**config.mk**
```make
export PLATFORM = sky130hd
export DESIGN_NAME = div_share_sched
export DESIGN_NICKNAME = d
export VERILOG_FILES = /design/src/rtl/div_share_pkg.sv /design/src/rtl/div_share_rr_arb.sv /design/src/rtl/div_share_sched.sv
export SDC_FILE = /design/constraint.sdc
export NUM_CORES = 1
export LEC_CHECK = 0
export CAP_MARGIN = 0
export CORE_AREA = 2 2 66 93
export DETAILED_ROUTE_END_ITERATION = 16
export DIE_AREA = 0 0 68 95
export MAX_ROUTING_LAYER = met4
export PLACE_DENSITY = 0.79
export SLEW_MARGIN = 20
export SYNTH_ARGS = -nofsm -noshare
export SYNTH_HDL_FRONTEND = slang
export SYNTH_SLANG_ARGS = --single-unit
```
**constraint.sdc**
```tcl
create_clock -name clk -period 3.55 [get_ports clk]
set_input_delay 0.5325 -clock clk [delete_from_list [all_inputs] [get_ports clk]]
set_output_delay 0.5325 -clock clk [all_outputs]
set_load 0.03 [all_outputs]
```
**src/rtl/div_share_pkg.sv**
```systemverilog
// Shared types and constants for the divider-sharing scheduler.
package div_share_pkg;

    typedef enum logic [1:0] {
        S_IDLE  = 2'd0,
        S_ISSUE = 2'd1,
        S_WAIT  = 2'd2,
        S_RESP  = 2'd3
    } state_t;

    localparam int unsigned DEF_WIDTH   = 4;
    localparam int unsigned DEF_NREQ    = 4;
    localparam int unsigned DEF_LATENCY = 4 * DEF_WIDTH;

    // Bits needed to hold the wait count LATENCY-1.
    function automatic int unsigned cnt_width(input int unsigned latency);
        return (latency < 2) ? 1 : $clog2(latency);
    endfunction

endpackage

```
**src/rtl/div_share_rr_arb.sv**
```systemverilog
// Combinational round-robin arbiter: search starts at the pointer and wraps.
module div_share_rr_arb
    import div_share_pkg::*;
#(
    parameter int unsigned NREQ = DEF_NREQ,
    parameter int unsigned PW   = $clog2(NREQ)
) (
    input  logic [NREQ-1:0] req,
    input  logic [PW-1:0]   pointer,
    output logic [NREQ-1:0] grant
);

    logic        w_found;
    int unsigned w_idx;

    always_comb begin
        grant   = '0;
        w_found = 1'b0;
        w_idx   = 0;
        for (int unsigned k = 0; k < NREQ; k++) begin
            w_idx = (32'(pointer) + k) % NREQ;
            if (!w_found && req[w_idx]) begin
                grant[w_idx] = 1'b1;
                w_found      = 1'b1;
            end
        end
    end

endmodule

```
**src/rtl/div_share_sched.sv**
```systemverilog
// Schedules NREQ requesters onto one shared multi-cycle divider, one division in flight.
// Optional: define DIV_SHARE_ZERO_CHECK_EN to answer zero divisors locally with resp_err.
module div_share_sched
    import div_share_pkg::*;
#(
    parameter int unsigned WIDTH   = DEF_WIDTH,
    parameter int unsigned NREQ    = DEF_NREQ,
    parameter int unsigned LATENCY = DEF_LATENCY
) (
    input  logic                       clk,
    input  logic                       rst_n,
    input  logic [NREQ-1:0]            req_valid,
    output logic [NREQ-1:0]            req_ready,
    input  logic [NREQ*2*WIDTH-1:0]    req_dividend,
    input  logic [NREQ*WIDTH-1:0]      req_divisor,
    output logic [2*WIDTH-1:0]         div_dividend,
    output logic [WIDTH-1:0]           div_divisor,
    output logic                       div_din_valid,
    input  logic [2*WIDTH-1:0]         div_dout,
    input  logic [WIDTH-1:0]           div_remainder,
    output logic                       resp_valid,
    input  logic                       resp_ready,
    output logic [$clog2(NREQ)-1:0]    resp_id,
    output logic [2*WIDTH-1:0]         resp_quotient,
    output logic [WIDTH-1:0]           resp_remainder,
    output logic                       resp_err,
    output logic                       busy
);

    localparam int unsigned DW = 2 * WIDTH;
    localparam int unsigned IW = $clog2(NREQ);
    localparam int unsigned CW = cnt_width(LATENCY);

    state_t          r_state, w_next;
    logic [IW-1:0]   r_ptr, r_id, w_win;
    logic [CW-1:0]   r_cnt;
    logic [DW-1:0]   r_dividend, r_quot, w_sel_dividend;
    logic [WIDTH-1:0] r_divisor, r_rem, w_sel_divisor;
    logic [NREQ-1:0] w_grant;
    logic            w_hs, w_zero;

    div_share_rr_arb #(.NREQ(NREQ), .PW(IW)) u_arb (
        .req     (req_valid),
        .pointer (r_ptr),
        .grant   (w_grant)
    );

    always_comb begin
        w_win = '0;
        for (int unsigned k = 0; k < NREQ; k++) begin
            if (w_grant[k]) w_win = IW'(k);
        end
    end

    assign w_hs           = (r_state == S_IDLE) && (|w_grant);
    assign w_sel_dividend = req_dividend[w_win*DW +: DW];
    assign w_sel_divisor  = req_divisor[w_win*WIDTH +: WIDTH];

`ifdef DIV_SHARE_ZERO_CHECK_EN
    logic r_err;
    assign w_zero   = (w_sel_divisor == '0);
    assign resp_err = r_err;
`else
    assign w_zero   = 1'b0;
    assign resp_err = 1'b0;
`endif

    always_ff @(posedge clk or negedge rst_n) begin
        if (!rst_n) r_state <= S_IDLE;
        else        r_state <= w_next;
    end

    always_comb begin
        w_next = r_state;
        case (r_state)
            S_IDLE:  if (w_hs) w_next = w_zero ? S_RESP : S_ISSUE;
            S_ISSUE: w_next = S_WAIT;
            S_WAIT:  if (r_cnt == '0) w_next = S_RESP;
            S_RESP:  if (resp_ready) w_next = S_IDLE;
            default: w_next = S_IDLE;
        endcase
    end

    always_comb begin
        req_ready     = '0;
        div_din_valid = 1'b0;
        resp_valid    = 1'b0;
        busy          = 1'b1;
        case (r_state)
            S_IDLE: begin
                req_ready = w_grant;
                busy      = 1'b0;
            end
            S_ISSUE: div_din_valid = 1'b1;
            S_RESP:  resp_valid    = 1'b1;
            default: ;
        endcase
    end

    // Operands and id are latched at the grant, so later requester activity is ignored.
    always_ff @(posedge clk or negedge rst_n) begin
        if (!rst_n) begin
            r_ptr      <= '0;
            r_cnt      <= '0;
            r_dividend <= '0;
            r_divisor  <= '0;
            r_id       <= '0;
            r_quot     <= '0;
            r_rem      <= '0;
`ifdef DIV_SHARE_ZERO_CHECK_EN
            r_err      <= 1'b0;
`endif
        end else begin
            case (r_state)
                S_IDLE: if (w_hs) begin
                    r_dividend <= w_sel_dividend;
                    r_divisor  <= w_sel_divisor;
                    r_id       <= w_win;
                    r_ptr      <= (w_win == IW'(NREQ - 1)) ? '0 : w_win + 1'b1;
`ifdef DIV_SHARE_ZERO_CHECK_EN
                    r_err      <= w_zero;
                    if (w_zero) begin
                        r_quot <= '1;
                        r_rem  <= w_sel_dividend[WIDTH-1:0];
                    end
`endif
                end
                S_ISSUE: r_cnt <= CW'(LATENCY - 1);
                S_WAIT: begin
                    if (r_cnt == '0) begin
                        r_quot <= div_dout;
                        r_rem  <= div_remainder;
                    end else begin
                        r_cnt <= r_cnt - 1'b1;
                    end
                end
                default: ;
            endcase
        end
    end

    assign div_dividend   = r_dividend;
    assign div_divisor    = r_divisor;
    assign resp_id        = r_id;
    assign resp_quotient  = r_quot;
    assign resp_remainder = r_rem;

endmodule

```
==> out/qor.yml, run 1 <==
yosys:
  synth_common_cells: "dfrtp_1, inv_1, a21oi_1, nor2b_1, ha_1"
  async_flop_share_pct: 100
  yosys-top-cells-area: "dfrtp_1, ha_1, mux2_2"
  synth_largest_area_cell: "dfrtp_1"
  synth_edf_count: 0
  ys_ff_latch: 34
  syn_area_per_cell_um2: 10.2
  synth_nets: 312
  synth-main-ff-cell: "dfrtp_1"
  ys_warn_count: 0
  ys_types: 48
  synth_top_area_share_pct: 36.0
  yosysMostFrequentCell: "dfrtp_1"
  syn_area_mm2: 0.00236
  syn_inst: 232
  synth.yosys.seq_area_share_pct: 36.0
sta:
  worst_pin_slew_ns: 0.539
  finalCritPeriodShare_pct: 91.3
  setup_viol: 0
  maxSlewViolCount: 0
  fmax_mhz: 309
  period_needed_ns: 3.24
  hold_viol: 0
  rsz0062_at_grt: "false"
  relSlewSlack_pct: 64.1
  finalSetupTns_ns: 0
  fin_worst_skew_ns: 0.00802
global_routing:
  grtUsageTotal_pct: 20.7
  grt_max_degree: 35
  grt_use_met2_pct: 34.5
  globalRoute.busiestLayer: "met2"
  met3_usage_pct: 2.98
  grt_pass1_vias: 2155
  grtUsageMet1_pct: 25.4
  grt_overflow_total: 0
  antenna_found_initial: 0
  grt_pass1_wl_um: 10100
floorplan:
  die_area_mm2: 0.00646
  rows: 33
  start_util_pct: 41.5
  die_w_um: 68
  pin_count: 101
  core_mm2: 0.00570
  die_y_um: 95
place:
  dpl_cell_area_mm2: 0.00343
  place_hpwl_um: 5060
  place.gp.congestion: 0.870
  port_buffers: 99
cells_and_area:
  areaGrowthSynthToFinish_pct: 49.5
  num-nets-final: 414
  antenna_cells: 0
  final_area_mm2: 0.00353
  drive_above_1_share_pct: 15.2
critical_path:
  path_class: "reg -> out"
  worstPathRequired_ns: 3.02
  crit_chain: "inv_1, ha_1, mux4_2, nor4b_2, buf_4, nand2_1, and2_1, nor2_2, buf_4"
  end_kind: "output pin"
  start_kind: "flip-flop"
  critPathMaxFanout: 7
  reg2reg_depth: 10
  r2r_slack_ns: 0.44
  r2r_end: "r_state[1]"
  critPathMaxStageDelay_ns: 0.60
  reg2reg_from: "r_ptr[0]"
  slowest_stage: "mux4_2"
  critPathArrivalTime_ns: 2.71
  cp_common_cell: "buf_4"
route:
  drt-wirelength-per-cell_um: 16.1
  drt-vias-per-instance: 5.46
  routed_wl_um: 6510
  drt_iter0_markers: 89
  via_count: 2211
  ant_nets: 0
  dr.pass1.iters: 4
  drc: 0
power_and_ir_drop:
  pwr_density_cell_mw_per_mm2: 1030
  p_int_mw: 1.88
  p_leak_nw: 1.53
  swShare_pct: 48.2
  pwr-share-clk_pct: 8.1
  vdd_drop_max_mv: 0.478
  p_sw_mw: 1.76
  power_frac_seq_pct: 19.5
  combPwrFrac_pct: 72.3
clock_network:
  cts.sinks: 34
  post_cts_resize_count: 0
  cts_buffers: 5
  cts_root_buffer: "clkbuf_8"
  path_clk_slew_ns: 0.07
  post_cts_buffers: 0
  cts_tree: "done"
  htreeDepth: 2
  insertion_delay_ns: 0.28
  clock_path_buffers: 2
  cts_hold_buffers: 0
worst_hold_path:
  whs_path_depth: 1
  hold_path_end: "resp_id[1]"
  holdCritStartpoint: "resp_id[1]"
  hp-class: "reg -> reg"
flow_run:
  maxCapViolations: 0
status:
  status: "finished, final reports clean"
layer usage:
| metal | wire, µm | part of all wire [%] |
|---|---|---|
| met5 | 0 | 0 |
| met4 | 170 | 2.6 |
| met3 | 385 | 5.9 |
| met2 | 3390 | 52 |
| met1 | 2570 | 39 |
registers in the layout (all words and copies together), names as in the netlist:
| signal | flops |
|---|---|
| resp_remainder | 4 |
| div_divisor | 4 |
| r_state | 2 |
| r_ptr | 2 |
| resp_quotient | 8 |
| r_cnt | 4 |
| resp_id | 2 |
| div_dividend | 8 |
worst max-delay path: cells and delay by family, from the launching register on:
kind,cells,cell delay [ns]
adders and majority gates,1,0.34
DFF,1,0.37
muxes,1,0.60
buffers and inverters,3,0.43
and+or+nand+nor,4,0.68
worst max path at each step:
| stage | slack (ns) | startpoint | to |
|---|---|---|---|
| 2_1_floorplan | 0.12 | r_ptr[0] | req_ready[3] |
| 5_1_grt | 0.14 | r_ptr[0] | req_ready[3] |
| 4_1_cts | 0.01 | r_ptr[0] | req_ready[1] |
| 3_3_place_gp | 0.17 | req_valid[3] | r_state[1] |
| 6_report | 0.31 | r_ptr[0] | req_ready[3] |
| 3_5_place_dp | 0.04 | req_valid[3] | r_state[1] |
per-stage QoR:
| step | power (mW) | utilization (%) | hold slack (ns) | instances | setup slack, ns |
|---|---|---|---|---|---|
| 4_1_cts | 3.67 | 61.9 | 0.490 | 405 | 0.0117 |
| 3_5_place_dp | 3.35 | 60.3 | 0.465 | 397 | 0.0382 |
| 2_1_floorplan | 2.55 | - | 0.237 | 232 | 0.119 |
| 5_1_grt | 3.94 | 62.0 | 0.514 | 405 | 0.144 |
| 6_report | 3.64 | 62.0 | 0.486 | 405 | 0.309 |
| 3_3_place_gp | 3.29 | 60.3 | 0.469 | 397 | 0.169 |
cell type report:
type                       instances  area (µm²)
clock buffer                       6        82.6
clock inverter                     2        12.5
fill                             512        2170
inverter                          21        78.8
multi-input combinational        160        1340
sequential                        34         851
tap                               70        87.6
timing repair buffer             112        1080
cells by family after synthesis:
group / Yosys count / synth area share (%)
adder cells (fa/ha/maj): 13 / 6.89
buffers and inverters: 38 / 7.63
AO/OA/AOI/OAI: 71 / 23.8
flip-flops: 34 / 36.0
XOR/XNOR: 1 / 0.371
AND/OR/NAND/NOR: 56 / 14.7
multiplexers: 18 / 10.4
other: 1 / 0.159
cell usage in the layout (no fill, tap or decap), types with 2 or more instances in the layout:
master,Yosys,routed
a21o_1,4,4
buf_4,3,16
nor2_1,5,3
and3_1,5,5
nand2_1,12,12
mux4_2,4,4
nor4b_2,2,2
nor2_2,1,3
a211o_1,12,12
ha_1,13,13
nor2b_1,14,14
dfrtp_1,34,34
a21oi_1,18,18
a22oi_1,2,2
and2_1,3,3
o21ai_0,3,3
mux2_2,12,12
nand2b_1,2,2
inv_1,21,21
clkdlybuf4s50_1,0,95
a32oi_1,12,12
clkbuf_8,0,6
nor4_1,2,2
o221ai_1,12,12
power by group through the flow:
stage | logic, mW | registers (mW) | clock network, mW
5_1_grt | 2.88 | 0.744 | 0.318
4_1_cts | 2.65 | 0.713 | 0.303
3_5_place_dp | 2.64 | 0.716 | 0
6_report | 2.63 | 0.712 | 0.295
2_1_floorplan | 1.53 | 1.02 | 0
3_3_place_gp | 2.58 | 0.708 | 0
Power figures use the tool's default switching activity.
==> inputs of run 2 (changes only) <==
- RECOVER_POWER: not set -> 100
==> run 2 against run 1 <==
- the flow now finishes with violations (capacitance limit, slew limit)
- combinational power decreased by 3%
- flip-flop and latch count unchanged
- global-route usage unchanged
- highest routed layer unchanged
- worst hold slack got worse by 0.0054 ns
- non-clock buffer count unchanged
==> out/qor.yml, run 2 (synthesis gave the netlist of run 1 again) <==
status:
  status: "finished with violations"
  violations: "capacitance limit, slew limit"
cells_and_area:
  antenna_cells: 0
  layout_commonest_cell: "clkdlybuf4s50_1"
  final_area_mm2: 0.00350
  final_util_pct: 61.4
  drive_above_1_share_pct: 14.3
  final_cells: 405
  areaGrowthSynthToFinish_pct: 48.2
  num-nets-final: 414
  mostFrequentLayoutCells: "clkdlybuf4s50_1, dfrtp_1, dlygate4sd3_1"
floorplan:
  core_mm2: 0.00570
  rows: 33
  die_area_mm2: 0.00646
  die_y_um: 95
  start_util_pct: 41.5
  die_w_um: 68
  pin_count: 101
sta:
  fin_worst_skew_ns: 0.00877
  finalCritPeriodShare_pct: 92.5
  worst_pin_slew_ns: 1.81
  setup_viol: 0
  rsz0062_at_grt: "false"
  period_needed_ns: 3.28
  setup_ws_ns: 0.266
  finalSetupTns_ns: 0
  fmax_mhz: 304
  holdWs_ns: 0.480
  maxSlewViolCount: 35
  hold_viol: 0
  relSlewSlack_pct: -20.6
route:
  dr.pass1.iters: 4
  drc: 0
  ant_nets: 0
  drt-wirelength-per-cell_um: 16.1
  drt_iter0_markers: 87
  drt-vias-per-instance: 5.41
  routed_wl_um: 6520
  via_count: 2193
clock_network:
  htreeDepth: 2
  cts_tree: "done"
  post_cts_buffers: 0
  cts.sinks: 34
  clock_path_buffers: 2
  insertion_delay_ns: 0.28
  path_clk_slew_ns: 0.07
  cts_hold_buffers: 0
  cts_buffers: 5
  cts_root_buffer: "clkbuf_8"
place:
  dp_cells: 397
  place.gp.congestion: 0.870
  dp_slack_ns: 0.0382
  place_hpwl_um: 5060
  dpl_cell_area_mm2: 0.00343
  port_buffers: 99
global_routing:
  grt_pass1_vias: 2155
  grtUsageTotal_pct: 20.7
  grt_pass1_wl_um: 10100
  grt_max_degree: 35
  grt_overflow_total: 0
  antenna_found_initial: 0
power_and_ir_drop:
  total_power_mw: 3.54
  pwr_density_cell_mw_per_mm2: 1010
  vdd_drop_max_mv: 0.462
  p_leak_nw: 1.50
critical_path:
  end_kind: "flip-flop"
  critPathMaxFanout: 28
  reg2reg_depth: 11
  reg2reg_from: "r_ptr[0]"
  critPathArrivalTime_ns: 3.50
  r2r_end: "r_ptr[0]"
  worstPathRequired_ns: 3.76
  start_kind: "input port"
  r2r_slack_ns: 0.32
  path_class: "in -> reg"
worst_hold_path:
  hp-class: "reg -> reg"
  hold_path_end: "resp_id[1]"
  whs_path_depth: 1
  holdCritStartpoint: "resp_id[1]"
flow_run:
  maxCapViolations: 1
-- run 2: cell types whose count changed in the layout (fill, tap and decap cells not counted) --
| cell | before | now |
|---|---|---|
| dlymetal6s2s_1 | 1 | 0 |
| clkbuf_1 | 0 | 3 |
| dlygate4sd3_1 | 0 | 30 |
| and2_1 | 3 | 1 |
| clkdlybuf4s50_1 | 95 | 65 |
| nand3_1 | 1 | 2 |
| and2_0 | 0 | 2 |
| clkbuf_2 | 0 | 1 |
| buf_4 | 16 | 13 |
| nand3_4 | 1 | 0 |
-- run 2: worst max-delay path by stage --
stage,start,endpoint,slack [ns]
3_5_place_dp,req_valid[3],r_state[1],0.04
2_1_floorplan,r_ptr[0],req_ready[3],0.12
5_1_grt,req_valid[3],r_ptr[0],0.11
6_report,req_valid[3],r_ptr[0],0.27
3_3_place_gp,req_valid[3],r_state[1],0.17
4_1_cts,r_ptr[0],req_ready[1],0.01
-- run 2: worst max-delay path, stage by stage --
cell	delay [ns]
clkdlybuf4s50_1	0.46
mux4_2	0.54
buf_4	0.19
and2_4	0.16
a2111oi_4	0.29
buf_4	0.34
nand3_1	0.19
o31ai_4	0.23
clkbuf_2	0.33
mux2i_1	0.21
-- run 2: layer usage --
metal | global-route usage, % | vias up | part of all wire (%)
met3 | 2.98 | 14 | 6.6
met4 | 7.00 | 0 | 2.6
met5 | - | - | 0
met2 | 34.5 | 82 | 52
li1 | - | 1058 | -
met1 | 25.4 | 1039 | 39
-- run 2: timing repair --
action	CTS	global route
endpoints found under the hold margin	0	0
resized for setup	0	1
setup endpoints to repair	0	1
-- run 2: area by class of cell --
class | count | area [µm²]
clock buffers | 6 | 82.6
clock inverters | 2 | 12.5
fillers | 521 | 2200
inverters | 21 | 78.8
multi-input cells | 160 | 1320
flip-flops and latches | 34 | 851
well taps | 70 | 87.6
repair buffers | 112 | 1060
-- run 2: power breakdown --
part / leakage [nW] / switching [mW] / internal (mW)
Sequential: 0.387 / 0.112 / 0.593
Combinational: 1.07 / 1.49 / 1.05
Clock: 0.0472 / 0.140 / 0.156
